===== config.mk =====
export PLATFORM = sky130hd
export DESIGN_NAME = uart_tx_buffer
export DESIGN_NICKNAME = d
export VERILOG_FILES = /design/src/rtl/uart_tx_pkg.sv /design/src/rtl/fifo_sync_param.sv /design/src/rtl/uart_tx_buffer.sv
export SDC_FILE = /design/constraint.sdc
export NUM_CORES = 1
export LEC_CHECK = 0
export BUFFER_PORTS_ARGS = -buffer_cell sky130_fd_sc_hd__clkbuf_2
export CAP_MARGIN = 20
export CORE_UTILIZATION = 52
export DETAILED_ROUTE_END_ITERATION = 6
export PLACE_DENSITY = 0.81
export SLEW_MARGIN = 20
export SYNTH_ARGS = -nofsm -noshare
export SYNTH_HDL_FRONTEND = slang
export SYNTH_SLANG_ARGS = --single-unit

===== constraint.sdc =====
create_clock -name clk -period 2.2 [get_ports clk]
set_input_delay 0.33 -clock clk [delete_from_list [all_inputs] [get_ports clk]]
set_output_delay 0.33 -clock clk [all_outputs]
set_load 0.02 [all_outputs]

===== src/rtl/uart_tx_pkg.sv =====
// Shared definitions for the UART transmit buffer: register map, STATUS layout, FSM states.
// No logic of its own; latency and backpressure are defined by the blocks that import it.
// The reset baud divisor assumes a 50 MHz clock and 115200 baud.
package uart_tx_pkg;

    localparam int DEFAULT_DIV = 434;

    localparam logic [1:0] REG_TXDATA   = 2'd0;
    localparam logic [1:0] REG_STATUS   = 2'd1;
    localparam logic [1:0] REG_BAUD_DIV = 2'd2;
    localparam logic [1:0] REG_RSVD     = 2'd3;

    localparam int ST_FULL    = 0;
    localparam int ST_EMPTY   = 1;
    localparam int ST_BUSY    = 2;
    localparam int ST_OVF     = 3;
    localparam int ST_CNT_LSB = 4;
    localparam int ST_CNT_MSB = 7;

    typedef enum logic [1:0] {
        TX_IDLE,
        TX_START,
        TX_DATA,
        TX_STOP
    } tx_state_t;

    typedef struct packed {
        logic [3:0] count;
        logic       ovf;
        logic       busy;
        logic       empty;
        logic       full;
    } status_t;

    // A zero divisor would stall the bit timer forever, so it is promoted to 1.
    function automatic logic [15:0] sanitize_div(input logic [15:0] div);
        return (div == 16'd0) ? 16'd1 : div;
    endfunction

endpackage


===== src/rtl/fifo_sync_param.sv =====
// Single-clock FIFO with combinational head (first-word fall-through) and occupancy count.
// Latency: a pushed word is visible at the head the cycle after the push edge.
// Backpressure: push while full is dropped unless a pop happens in the same cycle.
module fifo_sync_param #(
    parameter int WIDTH = 8,
    parameter int DEPTH = 8
) (
    input  logic                     clk,
    input  logic                     rst_n,
    input  logic                     push,
    input  logic [WIDTH-1:0]         push_dat,
    input  logic                     pop,
    output logic [WIDTH-1:0]         pop_dat,
    output logic                     full,
    output logic                     empty,
    output logic [$clog2(DEPTH):0]   count
);

    localparam int AW = $clog2(DEPTH);
    localparam int CW = AW + 1;

    logic [WIDTH-1:0] mem [DEPTH];
    logic [AW-1:0]    wr_ptr;
    logic [AW-1:0]    rd_ptr;
    logic             do_push;
    logic             do_pop;

    assign full    = (count == CW'(DEPTH));
    assign empty   = (count == '0);
    assign do_pop  = pop && !empty;
    assign do_push = push && (!full || do_pop);
    assign pop_dat = mem[rd_ptr];

    // Storage carries no reset; reset only needs to empty the pointers.
    always_ff @(posedge clk) begin
        if (do_push) begin
            mem[wr_ptr] <= push_dat;
        end
    end

    always_ff @(posedge clk or negedge rst_n) begin
        if (!rst_n) begin
            wr_ptr <= '0;
            rd_ptr <= '0;
            count  <= '0;
        end else begin
            if (do_push) begin
                wr_ptr <= wr_ptr + AW'(1);
            end
            if (do_pop) begin
                rd_ptr <= rd_ptr + AW'(1);
            end
            case ({do_push, do_pop})
                2'b10:   count <= count + CW'(1);
                2'b01:   count <= count - CW'(1);
                default: count <= count;
            endcase
        end
    end

endmodule


===== src/rtl/uart_tx_buffer.sv =====
// Memory-mapped UART transmitter: byte FIFO feeding an 8N1 serializer with programmable divisor.
// Latency: byte written at edge N is popped at N+1; start bit drives tx from edge N+1.
// Backpressure: none on the bus; writes to a full FIFO are dropped and flagged in sticky OVF.
module uart_tx_buffer #(
    parameter int DATA_WIDTH  = 32,
    parameter int FIFO_DEPTH  = 8,
    parameter int DEFAULT_DIV = uart_tx_pkg::DEFAULT_DIV
) (
    input  logic                  clk,
    input  logic                  rst_n,
    input  logic [DATA_WIDTH-1:0] wd,
    input  logic [DATA_WIDTH-1:0] address,
    input  logic                  we,
    input  logic                  re,
    output logic [DATA_WIDTH-1:0] rd,
    output logic                  tx
);

    import uart_tx_pkg::*;

    localparam int CNT_W = $clog2(FIFO_DEPTH) + 1;

    logic [1:0]       reg_sel;
    logic             push;
    logic             pop;
    logic             full;
    logic             empty;
    logic [CNT_W-1:0] count;
    logic [7:0]       head;
    logic [7:0]       cnt_ext;

    logic             ovf;
    logic             ovf_set;
    logic             status_rd;
    logic [15:0]      baud_div;
    status_t          status;

    tx_state_t        state;
    tx_state_t        next_state;
    logic [15:0]      div_lat;
    logic [15:0]      bit_cnt;
    logic [2:0]       bit_idx;
    logic [7:0]       shreg;
    logic [7:0]       sh_nxt;
    logic             period_end;
    logic             busy;
    logic             tx_d;
    logic             tx_q;
    logic             unused_bits;

    assign reg_sel   = address[3:2];
    assign push      = we && (reg_sel == REG_TXDATA);
    assign status_rd = re && (reg_sel == REG_STATUS);
    assign ovf_set   = push && full && !pop;
    assign cnt_ext   = 8'(count);
    assign status    = {cnt_ext[3:0], ovf, busy, empty, full};
    assign tx        = tx_q;

    assign unused_bits = ^{address[DATA_WIDTH-1:4], address[1:0],
                           wd[DATA_WIDTH-1:16], cnt_ext[7:4]};

    fifo_sync_param #(
        .WIDTH (8),
        .DEPTH (FIFO_DEPTH)
    ) u_fifo (
        .clk      (clk),
        .rst_n    (rst_n),
        .push     (push),
        .push_dat (wd[7:0]),
        .pop      (pop),
        .pop_dat  (head),
        .full     (full),
        .empty    (empty),
        .count    (count)
    );

    // A set in the same cycle as a clearing STATUS read takes priority.
    always_ff @(posedge clk or negedge rst_n) begin
        if (!rst_n) begin
            ovf      <= 1'b0;
            baud_div <= 16'(DEFAULT_DIV);
        end else begin
            if (ovf_set) begin
                ovf <= 1'b1;
            end else if (status_rd) begin
                ovf <= 1'b0;
            end
            if (we && (reg_sel == REG_BAUD_DIV)) begin
                baud_div <= sanitize_div(wd[15:0]);
            end
        end
    end

    always_comb begin
        rd = '0;
        if (re) begin
            case (reg_sel)
                REG_STATUS:   rd = DATA_WIDTH'(status);
                REG_BAUD_DIV: rd = DATA_WIDTH'(baud_div);
                default:      rd = '0;
            endcase
        end
    end

    assign period_end = (bit_cnt == div_lat - 16'd1);

    always_ff @(posedge clk or negedge rst_n) begin
        if (!rst_n) begin
            state <= TX_IDLE;
        end else begin
            state <= next_state;
        end
    end

    always_comb begin
        next_state = state;
        case (state)
            TX_IDLE:  if (!empty)                         next_state = TX_START;
            TX_START: if (period_end)                     next_state = TX_DATA;
            TX_DATA:  if (period_end && bit_idx == 3'd7)  next_state = TX_STOP;
            TX_STOP:  if (period_end)                     next_state = TX_IDLE;
            default:                                      next_state = TX_IDLE;
        endcase
    end

    // tx is looked up from the next state so the registered line changes on the state edge.
    always_comb begin
        pop    = (state == TX_IDLE) && !empty;
        busy   = (state != TX_IDLE) || pop;
        sh_nxt = shreg;
        if (pop) begin
            sh_nxt = head;
        end else if (state == TX_DATA && period_end) begin
            sh_nxt = {1'b0, shreg[7:1]};
        end
        case (next_state)
            TX_START: tx_d = 1'b0;
            TX_DATA:  tx_d = sh_nxt[0];
            default:  tx_d = 1'b1;
        endcase
    end

    always_ff @(posedge clk or negedge rst_n) begin
        if (!rst_n) begin
            div_lat <= 16'd1;
            bit_cnt <= '0;
            bit_idx <= '0;
            shreg   <= '0;
            tx_q    <= 1'b1;
        end else begin
            shreg <= sh_nxt;
            tx_q  <= tx_d;
            if (pop) begin
                div_lat <= baud_div;
            end
            if (state == TX_IDLE || period_end) begin
                bit_cnt <= '0;
            end else begin
                bit_cnt <= bit_cnt + 16'd1;
            end
            if (state != TX_DATA) begin
                bit_idx <= '0;
            end else if (period_end) begin
                bit_idx <= bit_idx + 3'd1;
            end
        end
    end

endmodule


# Yosys cells after proc, flatten, opt, wreduce, memory -nomap -nowiden

Memory sizes are Yosys's and may differ from the RTL's.
Index checks and enable logic that the tools add are counted.
Widths: inputs -> output; s select.

Memories kept: 1
Latch bits: 0
Word-level logic and storage cells: 77
Register bits after elaboration: 73
ROM bits: 0
Memory bits (writable): 64
Bits of input ports: 68
Output and inout port bits: 33

Memory list:

| name       | words | bits a word | read ports | clocked after memory_dff | wr ports | RTL line              | source |
|---|---|---|---|---|---|---|---|
| u_fifo.mem | 8     | 8           | 1          | 0                        | 1        | fifo_sync_param.sv:22 | `logic [WIDTH-1:0] mem [DEPTH];` |

Equality and inequality tests: 13
Multiplexer cells: 19
Div/mod/pow operators: 0
Shifts and indexed selects: 0
Add/subtract/negate cells: 7
Multipliers: 0
Reduce and logical (&&, ||, !) cells: 25
Order comparisons: 0
Bitwise operators: 0

Operator list:

| cell                  | number |
|---|---|
| $mux 16               | 3 |
| $pmux 16 s2           | 1 |
| $add 16x1->16 const B | 1 |
| $eq 16x16->1          | 1 |
| $logic_not 16->1      | 1 |
| $mux 8                | 2 |
| $sub 16x1->16 const B | 1 |
| $eq 2x2->1 const B    | 5 |
| $logic_and 1x1->1     | 10 |
| $reduce_bool 2->1     | 5 |
| $add 3x1->3 const B   | 3 |
| $eq 2x1->1 const B    | 4 |
| $mux 2                | 4 |
| $pmux 2 s4            | 1 |
| $pmux 4 s2            | 1 |
| $mux 3                | 2 |
| $add 4x1->4 const B   | 1 |
| $eq 4x4->1 const B    | 1 |
| $logic_not 2->1       | 2 |
| $logic_not 4->1       | 1 |
| $mux 1                | 4 |
| $sub 4x1->4 const B   | 1 |
| $eq 3x3->1 const B    | 1 |
| $logic_not 1->1       | 3 |
| other kinds (3)       | 5 |

# Depth between registers and ports, before layout

Gate-level depths: netlist of the first run.

Depth after elaboration: 8
Mapped depth: 11
Mapped depth without buffers: 11

# Hierarchy

From an unflattened synthesis of the first run, not the netlist that was laid out.

Cell total of the unflattened synthesis: 570
Area total of the unflattened synthesis: 6910.4 um^2

By module, submodules not included:

| module          | area an instance (um^2) | instances | cells an instance | seq. area each (um^2) |
|---|---|---|---|---|
| uart_tx_buffer  | 3754.9                  | 1         | 406               | 1585.3 |
| fifo_sync_param | 3155.5                  | 1         | 164               | 2172.1 |

# Least setup slack after synthesis of the first run

Ideal clock, no wire load.

Kind: reg2reg
From: reg div_lat[0]
To: reg bit_cnt[8]
Cell stages (with the launch flop): 12
Required time: 2.081 ns
Setup slack: -0.205 ns
Path buffers: 2
Clock period less this slack: 2.405 ns
Arrival: 2.287 ns
Library setup time: 0.119 ns
Path through: dfstp_2 > inv_1 > ha_1 > xor2_1 > o211ai_1 > a211oi_1 > nand4_1 > nor4_4 > or2_1 > buf_2 > buf_4 > nor2_1

Cells in the longest elaborated chain, start to end: 4

RTL lines:

| what                   | RTL line              | source |
|---|---|---|
| from (decl)            | uart_tx_buffer.sv:40  | `logic [15:0] div_lat;` |
| from (signal assigned) | uart_tx_buffer.sv:154 | `div_lat <= baud_div;` |
| $sub 16x1->16          | uart_tx_buffer.sv:105 | `assign period_end = (bit_cnt == div_lat - 16'd1);` |
| $eq 16x16->1           | uart_tx_buffer.sv:105 |  |
| $logic_or 1x1->1       | uart_tx_buffer.sv:156 | `if (state == TX_IDLE \|\| period_end) begin` |
| $mux 16                | uart_tx_buffer.sv:156 |  |
| to (signal assigned)   | uart_tx_buffer.sv:159 | `bit_cnt <= bit_cnt + 16'd1;` |
| to (decl)              | uart_tx_buffer.sv:41  | `logic [15:0] bit_cnt;` |

Every way passes these cells.
A chain may end at the register's enable or synchronous reset.

# Worst setup path after layout of the first run

From: reg div_lat[0]
To: reg shreg[6]

Cells in the longest elaborated chain, start to end: 4

RTL lines:

| what                        | RTL line              | source |
|---|---|---|
| $sub 16x1->16               | uart_tx_buffer.sv:105 |  |
| $eq 16x16->1                | uart_tx_buffer.sv:105 |  |
| $logic_and 1x1->1           | uart_tx_buffer.sv:133 | `end else if (state == TX_DATA && period_end) begin` |
| $reduce_bool 2->1 (no line) | -                     |  |
| to (signal assigned)        | uart_tx_buffer.sv:151 | `shreg <= sh_nxt;` |
| to (decl)                   | uart_tx_buffer.sv:43  | `logic [7:0] shreg;` |

Every way passes these cells.

==> out/results.ini, run 1 <==
[synthesis]
syn_inst = 546
synth.yosys.seq_area_share_pct = 56.46
avgSynthCellArea_um2 = 12.19
synth.area.top_cells = edfxtp_1, dfrtp_1, mux4_2, nand2_1, mux2_2
yosysTopAreaCell = edfxtp_1
synth_top_area_share_pct = 28.88
netlist_area_um2 = 6655
synthArstFlopShare_pct = 53.28
synth_cell_type_count = 60
yosys_warnings = 0
ys.flop_type = dfrtp_1
synth-edff-count = 64
ys_ff_latch = 137

[cts]
cts_tree = yes
root_buffer = clkbuf_16
path_clk_slew_ns = 0.06
cts_made_buffers = 17
htree_num_levels = 4
clk_path_buf_depth = 2
clkSinkCount = 137
clkLatencyLatePin_ns = 0.43

[global_route]
grt_pass1_wl_um = 24160
grt_usage_pct = 24.92
grt_max_degree = 74
grt_overflow = 0
antenna_found_initial = 0
grt_pass1_vias = 4671

[min_path]
worstHoldPathType = in2reg

[finish]
area_growth_pct = 22.64
antenna_cells = 0
fin_nets = 716
drive_above_1_share_pct = 33.28
final_common_cell = nand2_1
layout_common_cells = nand2_1, dfrtp_1, edfxtp_1, buf_4, nor2_1
final_util_pct = 66.56
fillerInstances = 861
design_area_um2 = 8162

[placement]
place.gp.congestion = 0.8704
dp_hpwl_um = 9892
io_buffers = 38
dp_slack_ns = -0.3295
place_area_um2 = 7432

[setup_path]
cp-start-kind = flop
crit_type = reg2reg
required_ns = 2.51
path_max_fanout = 10
crit_arrival_ns = 2.78
cp-end-kind = flop

[detailed_routing]
drt_pre_antenna_iters = 5
drtIter0Drc = 313
wl_per_cell_um = 18.25
detail-route-antenna-nets = 0
drt-total-wl_um = 14910
via_count = 4595
route.detailed.drc = 0
viasPerCell = 5.624

[sta]
grt_setup_unrepaired = yes
timing.hold.ws_ns = 0.1577
worstMarginPinSlew_ns = 0.5657
fmax_ghz = 0.4057
drv_slew = 0
hold_viol_final = 0
period_needed_ns = 2.465
tns_ns = -6.550
setup_ws_ns = -0.2649
setup_viol = 30
relSlewSlack_pct = 62.29
finalCritPeriodShare_pct = 112.0
fin_skew_ns = 0.008247

[job]
maxCapViolCount = 0

[die]
ios = 101
die_height_um = 115.1
core_area_um2 = 12260
die_w_um = 115.1
die-area_um2 = 13250
placementRows = 40
start_util_pct = 54.28

[power]
max-vdd-ir-drop_v = 0.0006239
power-per-cell-area_nw_per_um2 = 862.2
p_leak_nw = 3.438

[run_status]
status = complete, but fails checks
violations = negative setup slack

## metrics by stage
step	std cells	power (W)
after CTS	813	0.007021
after detailed placement	778	0.004207
after global routing	817	0.007300
after floorplan	561	0.003845
after global placement	778	0.004135
final	817	0.007037
## routing by layer
| layer | part of all wire (%) | global-route usage [%] | wire, µm | up-vias |
|---|---|---|---|---|
| li1 | - | - | - | 2103 |
| met1 | 42 | 32.32 | 6215 | 2282 |
| met2 | 50 | 40.92 | 7503 | 172 |
| met3 | 5.5 | 5.535 | 823 | 38 |
| met4 | 2.5 | 10.22 | 371 | 0 |
| met5 | 0 | 0 | 0 | - |
## where the power goes
group	internal (W)	leakage, nW	switching [W]	total, W
Combinational	0.000493	1.66	0.000553	0.00105
Sequential	0.00293	1.49	0.000272	0.00321
Clock	0.00160	0.288	0.00118	0.00278
## cell usage after synthesis (all sizes together), types with 2 or more instances
| cell type | instances |
|---|---|
| a21oi | 6 |
| nand4 | 9 |
| o21ai | 14 |
| a31o | 3 |
| dfstp | 7 |
| a22oi | 7 |
| xor2 | 18 |
| a21boi | 3 |
| inv | 12 |
| or2 | 3 |
| nor2 | 45 |
| dfrtp | 66 |
| nand3b | 4 |
| mux2 | 21 |
| nor4 | 8 |
| mux4 | 16 |
| xnor2 | 25 |
| a211oi | 5 |
| nand2b | 7 |
| ha | 11 |
| nand2 | 74 |
| clkbuf | 15 |
| nor2b | 2 |
| edfxtp | 64 |
| nor3 | 13 |
| mux2i | 13 |
| and3 | 13 |
| nor4b | 2 |
| nor3b | 4 |
| nand3 | 9 |
| buf | 29 |
## registers in the layout, summed over array words and instances, names as in the netlist
name / count
u_fifo.mem: 64
baud_div: 16
bit_cnt: 16
div_lat: 16
shreg: 8
u_fifo.count: 4
bit_idx: 3
u_fifo.rd_ptr: 3
u_fifo.wr_ptr: 3
state: 2
ovf: 1
tx: 1
## cells by family (layout without fill, tap and decap cells)
logic type                 count (synthesis)  count (layout)  synth area share, %
DFF                                      137             137                56.46
and+or+nand+nor                          195             195                14.31
AOI/OAI and AO/OA                         51              51                5.377
other                                      1              16              0.05635
muxes                                     50              50                10.92
adders and majority gates                 12              12                2.369
xor gates and xnor gates                  44              44                6.016
buffers and inverters                     56             144                4.493
## worst paths after layout
path,startpoint,to,slack [ns],depth (start not counted)
setup reg to reg,div_lat[0],shreg[6],-0.26,10
hold reg to reg,baud_div[10],div_lat[10],0.50,2
setup / recovery,div_lat[0],shreg[6],-0.26,10
min in group asynchronous,rst_n,u_fifo.count[0],0.47,3
hold / removal,wd[10],baud_div[10],0.16,2
max in group asynchronous,rst_n,tx,1.37,3
## layout make-up
type,instances,area (µm²),share of cell area [%]
inverter,12,45.04,0.5519
sequential,137,3759,46.05
clock buffer,17,425.4,5.212
tap,168,210.2,2.576
multi-input combinational,368,2825,34.62
timing repair buffer,100,739.5,9.060
clock inverter,15,157.7,1.932
## worst max-delay path: stages, from the launching register on
cell and delay (ns):
dfstp_2 0.54, inv_2 0.05, ha_4 0.26, xor2_1 0.14, o211ai_1 0.10, a211oi_1 0.22
nand4_1 0.24, nor4_4 0.28, buf_12 0.17, a21boi_1 0.07, o31a_1 0.30
## repair_timing
action / in CTS / in global routing
hold buffers: 1 / 0
endpoints found under the setup margin: 32 / 50
setup buffers: 3 / 4
endpoints found under the hold margin: 66 / 0
resized for setup: 7 / 21
pin swaps: 6 / 10
Note: power is estimated with default switching activity, not from simulation.
==> run 2, diff against run 1 <==
Settings changed: CORE_UTILIZATION 52 to 57, PLACE_DENSITY 0.81 to 0.84.
Clock period 2.2 ns to 2.3 ns, I/O delays scaled along.
==> out/results.ini, run 2 (synthesis results as in run 1) <==
[sta]
relSlewSlack_pct = 62.75
worstMarginPinSlew_ns = 0.5576
setup_ws_ns = -0.4419
tns_ns = -9.804
grt_setup_unrepaired = yes
drv_slew = 0
fin_skew_ns = 0.008814
hold_viol_final = 0
setup_viol = 30
finalCritPeriodShare_pct = 119.2
period_needed_ns = 2.742
fmax_ghz = 0.3647
timing.hold.ws_ns = 0.1783

[setup_path]
crit_slowest_cell = dfrtp_1
timing.rr.start = div_lat[1]
startpoint = div_lat[1]
critical-path-top-delay-family = buffers and inverters
slowest_delay_ns = 0.40
crit_chain = buf_6 > nor4_4 > buf_4 > buf_6 > nand4_1 > xnor2_1 > nand4_1 > buf_6 > nor4_4 > buf_4 > buf_6 > mux2i_1 > nor2_1
required_ns = 2.61
path_buf_inv = 6
path_common_cell = buf_6
cp-end-kind = flop
crit_type = reg2reg
crit_arrival_ns = 3.05
cp-start-kind = flop
path_max_fanout = 5

[finish]
largest_reg_flops = 64
drive_above_1_share_pct = 34.60
area_growth_pct = 22.88
layout_common_cells = nand2_1, dfrtp_1, edfxtp_1, buf_4, clkbuf_2
fillerInstances = 672
fin_nets = 723
final_common_cell = nand2_1
regMostFlops = u_fifo.mem
antenna_cells = 0

[power]
max-vdd-ir-drop_v = 0.0008815
power-per-cell-area_nw_per_um2 = 824.2
power.switching_w = 0.001918
seq_power_share_pct = 45.8
p_comb_share_pct = 15.7
pwr-share-clk_pct = 38.5
p_sw_share_pct = 28.45
p_leak_nw = 3.406
intPower_w = 0.004822

[detailed_routing]
wl_per_cell_um = 19.99
detail-route-antenna-nets = 0
drtIter0Drc = 273
viasPerCell = 5.969
via_count = 4769
route.detailed.drc = 0
drt_pre_antenna_iters = 5
drt-total-wl_um = 15980

[global_route]
grt_pass1_wl_um = 23760
antenna_found_initial = 0
grt_max_degree = 74
grt_pass1_vias = 4685
grt_usage_pct = 27.58
grt_overflow = 0

[die]
die_height_um = 110.1
core_area_um2 = 11420
start_util_pct = 58.28
placementRows = 39
die_w_um = 110.1
ios = 101
die-area_um2 = 12110

[cts]
cts_tree = yes
clkSinkCount = 137
path_clk_slew_ns = 0.06
clkLatencyLatePin_ns = 0.43
htree_num_levels = 4
cts_made_buffers = 17
clk_path_buf_depth = 2
root_buffer = clkbuf_16

[run_status]
violations = negative setup slack
status = complete, but fails checks

[min_path]
worstHoldStart = wd[8]
worstHoldPathType = in2reg

[job]
maxCapViolCount = 0

[placement]
io_buffers = 38
place.gp.congestion = 0.8839
dp_hpwl_um = 9619

## run 2: changes by cell type in the layout (fill, tap and decap cells not counted), sizes merged
cell	before	now
buf	64	69
clkbuf	52	54
clkinv	6	1
or2	3	4
clkinvlp	0	4
## run 2: final cells by class
cell class              instances  area (µm²)  share of cell area, %
clock buffers                  18       429.2                  5.248
clock inverters                14       136.4                  1.668
inverters                      12       45.04                 0.5508
multi-input cells             369        2864                  35.02
flip-flops and latches        137        3759                  45.96
well taps                     143       178.9                  2.188
repair buffers                106       765.7                  9.364
## run 2: power groups by stage
stage	Combinational [W]	Sequential (W)	Clock (W)
2_1_floorplan	0.000658	0.00300	0
3_3_place_gp	0.000825	0.00308	0
3_5_place_dp	0.000885	0.00310	0
4_1_cts	0.000946	0.00306	0.00262
5_1_grt	0.00114	0.00312	0.00273
6_report	0.00106	0.00309	0.00260
## run 2: worst paths after layout
check / slack, ns / cells after the start / to
max: -0.44 / 13 / bit_idx[2]
min: 0.18 / 2 / baud_div[8]
max reg2reg: -0.44 / 13 / bit_idx[2]
min reg2reg: 0.49 / 2 / ovf
max in group asynchronous: 1.48 / 3 / div_lat[0]
min in group asynchronous: 0.48 / 3 / bit_cnt[10]
## run 2: metrics by stage
stage | worst slack, ns | cell area (µm²) | util (%) | power [W] | cells
6_report | -0.4419 | 8178 | 71.62 | 0.006740 | 799
5_1_grt | -0.5152 | 8178 | 71.62 | 0.006984 | 799
4_1_cts | -0.1975 | 7980 | 69.89 | 0.006622 | 786
3_5_place_dp | -0.2755 | 7257 | 63.55 | 0.003984 | 745
3_3_place_gp | -0.1848 | 7257 | 63.55 | 0.003902 | 745
2_1_floorplan | -0.003575 | 6740 | - | 0.003658 | 561
## run 2: metal layers
layer  wire [µm]  up-vias  track usage (%)
met5           0        -                0
met4         695        0            16.10
met3        1034       63            7.937
met2        8127      256            44.33
met1        6118     2327            33.28
li1            -     2123                -
## run 2: what timing repair did
item                       CTS  global route
hold endpoints to repair    66             0
setup endpoints to repair   31            32
setup buffers                7            14
hold buffers                 1             0
pin swaps                   24            17
resized for setup           30            26
cloned                       2             0
==> run 3, diff against run 2 <==
Settings changed: SETUP_SLACK_MARGIN from default to 0.3.
==> out/results.ini, run 3 (synthesis results as in run 1) <==
[run_status]
status = complete, but fails checks
violations = negative setup slack

[setup_path]
required_ns = 2.61
crit_slowest_cell = dfrtp_2
slowest_delay_ns = 0.43
timing.rr.start = div_lat[1]
path_max_fanout = 8
crit_arrival_ns = 2.99
rr_worst_depth = 11
path_buf_inv = 3
path_common_cell = nand4_1
r2r_setup_slack_ns = -0.38
crit_type = reg2reg
cp-end-kind = flop
r2r_end = shreg[6]
cp-start-kind = flop
critical-path-top-delay-family = simple AND/OR/NAND/NOR gates
crit_chain = inv_4 > ha_4 > nor3b_4 > nand4_1 > or3_1 > nand4_1 > nor4_4 > buf_6 > buf_4 > and3_2 > o31a_1

[placement]
dp_slack_ns = -0.1823
io_buffers = 38
place.gp.congestion = 0.9067
dp_hpwl_um = 9992

[min_path]
hold_path_end = baud_div[15]
min_path_cells = 2
worstHoldPathType = in2reg
worstHoldStart = wd[15]

[sta]
fin_skew_ns = 0.01416
period_needed_ns = 2.684
setup_viol = 30
grt_setup_unrepaired = yes
tns_ns = -9.333
fmax_ghz = 0.3726
relSlewSlack_pct = 60.13
finalCritPeriodShare_pct = 116.7
hold_viol_final = 0
drv_slew = 0
worstMarginPinSlew_ns = 0.5980
setup_ws_ns = -0.3837

[detailed_routing]
drt_pre_antenna_iters = 5
wl_per_cell_um = 22.67
detail-route-antenna-nets = 0
route.detailed.drc = 0
drtIter0Drc = 470
viasPerCell = 6.226
drt-total-wl_um = 18140
via_count = 4981

[finish]
fin_nets = 724
largest_reg_flops = 64
fillerInstances = 630
drive_above_1_share_pct = 37.60
final_common_cell = nand2_1
antenna_cells = 0
regMostFlops = u_fifo.mem
area_growth_pct = 25.68
layout_common_cells = nand2_1, edfxtp_1, dfrtp_1, buf_4, clkbuf_2

[power]
pwr-share-clk_pct = 38.1
p_leak_nw = 3.485
power-per-cell-area_nw_per_um2 = 835.7
p_comb_share_pct = 17.5
p_sw_share_pct = 29.43
power.switching_w = 0.002057
seq_power_share_pct = 44.4
max-vdd-ir-drop_v = 0.0007541
intPower_w = 0.004933

[die]
core_area_um2 = 11420
die-area_um2 = 12110
ios = 101
die_w_um = 110.1
die_height_um = 110.1
start_util_pct = 58.28
placementRows = 39

[cts]
clkLatencyLatePin_ns = 0.42
cts_made_buffers = 17
path_clk_slew_ns = 0.06
cts_tree = yes
root_buffer = clkbuf_16
htree_num_levels = 4
clk_path_buf_depth = 2
clkSinkCount = 137

[global_route]
grt_pass1_wl_um = 26840
grt_overflow = 0
grt_max_degree = 50
grt_usage_pct = 31.13
grt_pass1_vias = 4999
antenna_found_initial = 0

[job]
maxCapViolCount = 0

run 3: changes by cell type in the layout (fill, tap and decap cells not counted), sizes merged:
cell,previous run,this run
clkinvlp,4,2
clkinv,1,4
inv,20,18
buf,69,72
or2,4,3
run 3: power by group through the flow:
stage	Sequential, W	Combinational, W	Clock (W)
finish	0.00311	0.00122	0.00266
global route	0.00312	0.00131	0.00277
CTS	0.00309	0.00107	0.00267
detailed placement	0.00312	0.000915	0
global placement	0.00310	0.000851	0
floorplan	0.00301	0.000690	0
run 3: worst reg2reg max path, delay by kind of cell, from the launching register on:
family | cells | cell delay, ns
simple gates | 6 | 1.38
flops | 1 | 0.43
buf+inv | 3 | 0.39
compound gates | 1 | 0.23
fa+ha+maj | 1 | 0.14
run 3: how the worst max path moves through the flow:
stage / start / to / slack [ns] / cells after the start
2_1_floorplan: div_lat[0] / tx / 0.07 / 10
3_3_place_gp: div_lat[1] / shreg[4] / -0.11 / 9
3_5_place_dp: div_lat[1] / shreg[2] / -0.18 / 9
4_1_cts: div_lat[1] / shreg[2] / -0.19 / 9
5_1_grt: div_lat[1] / shreg[6] / -0.49 / 11
6_report: div_lat[1] / shreg[6] / -0.38 / 11
run 3: repair_timing:
action,CTS,global route
hold buffers,1,0
endpoints found under the setup margin,93,82
setup buffers,11,12
pin swaps,14,23
resized for setup,37,43
cloned,0,1
endpoints found under the hold margin,19,0
run 3: routing by layer:
metal	up-vias	track usage (%)	routed length, µm
met4	0	18.86	1212
met3	117	7.995	1324
li1	2113	-	-
met5	-	0	0
met1	2435	37.81	6520
met2	316	50.18	9079
run 3: area by class of cell:
cell class | instances | area, µm² | area share [%]
tap | 143 | 178.9 | 2.139
timing repair buffer | 108 | 814.5 | 9.738
clock buffer | 19 | 442.9 | 5.295
sequential | 137 | 3761 | 44.97
clock inverter | 13 | 136.4 | 1.631
inverter | 12 | 47.55 | 0.5684
multi-input combinational | 368 | 2983 | 35.66
run 3: per-stage QoR:
| stage | power (W) | cell area (µm²) | utilization, % | std cells | hold WS (ns) |
|---|---|---|---|---|---|
| after floorplan | 0.003704 | 6809 | - | 561 | 0.04941 |
| after global placement | 0.003948 | 7288 | 63.83 | 743 | 0.3614 |
| after detailed placement | 0.004035 | 7288 | 63.83 | 743 | 0.3723 |
| after CTS | 0.006828 | 8097 | 70.91 | 787 | 0.1743 |
| after global routing | 0.007210 | 8364 | 73.25 | 800 | 0.1856 |
| final | 0.006990 | 8364 | 73.25 | 800 | 0.1817 |
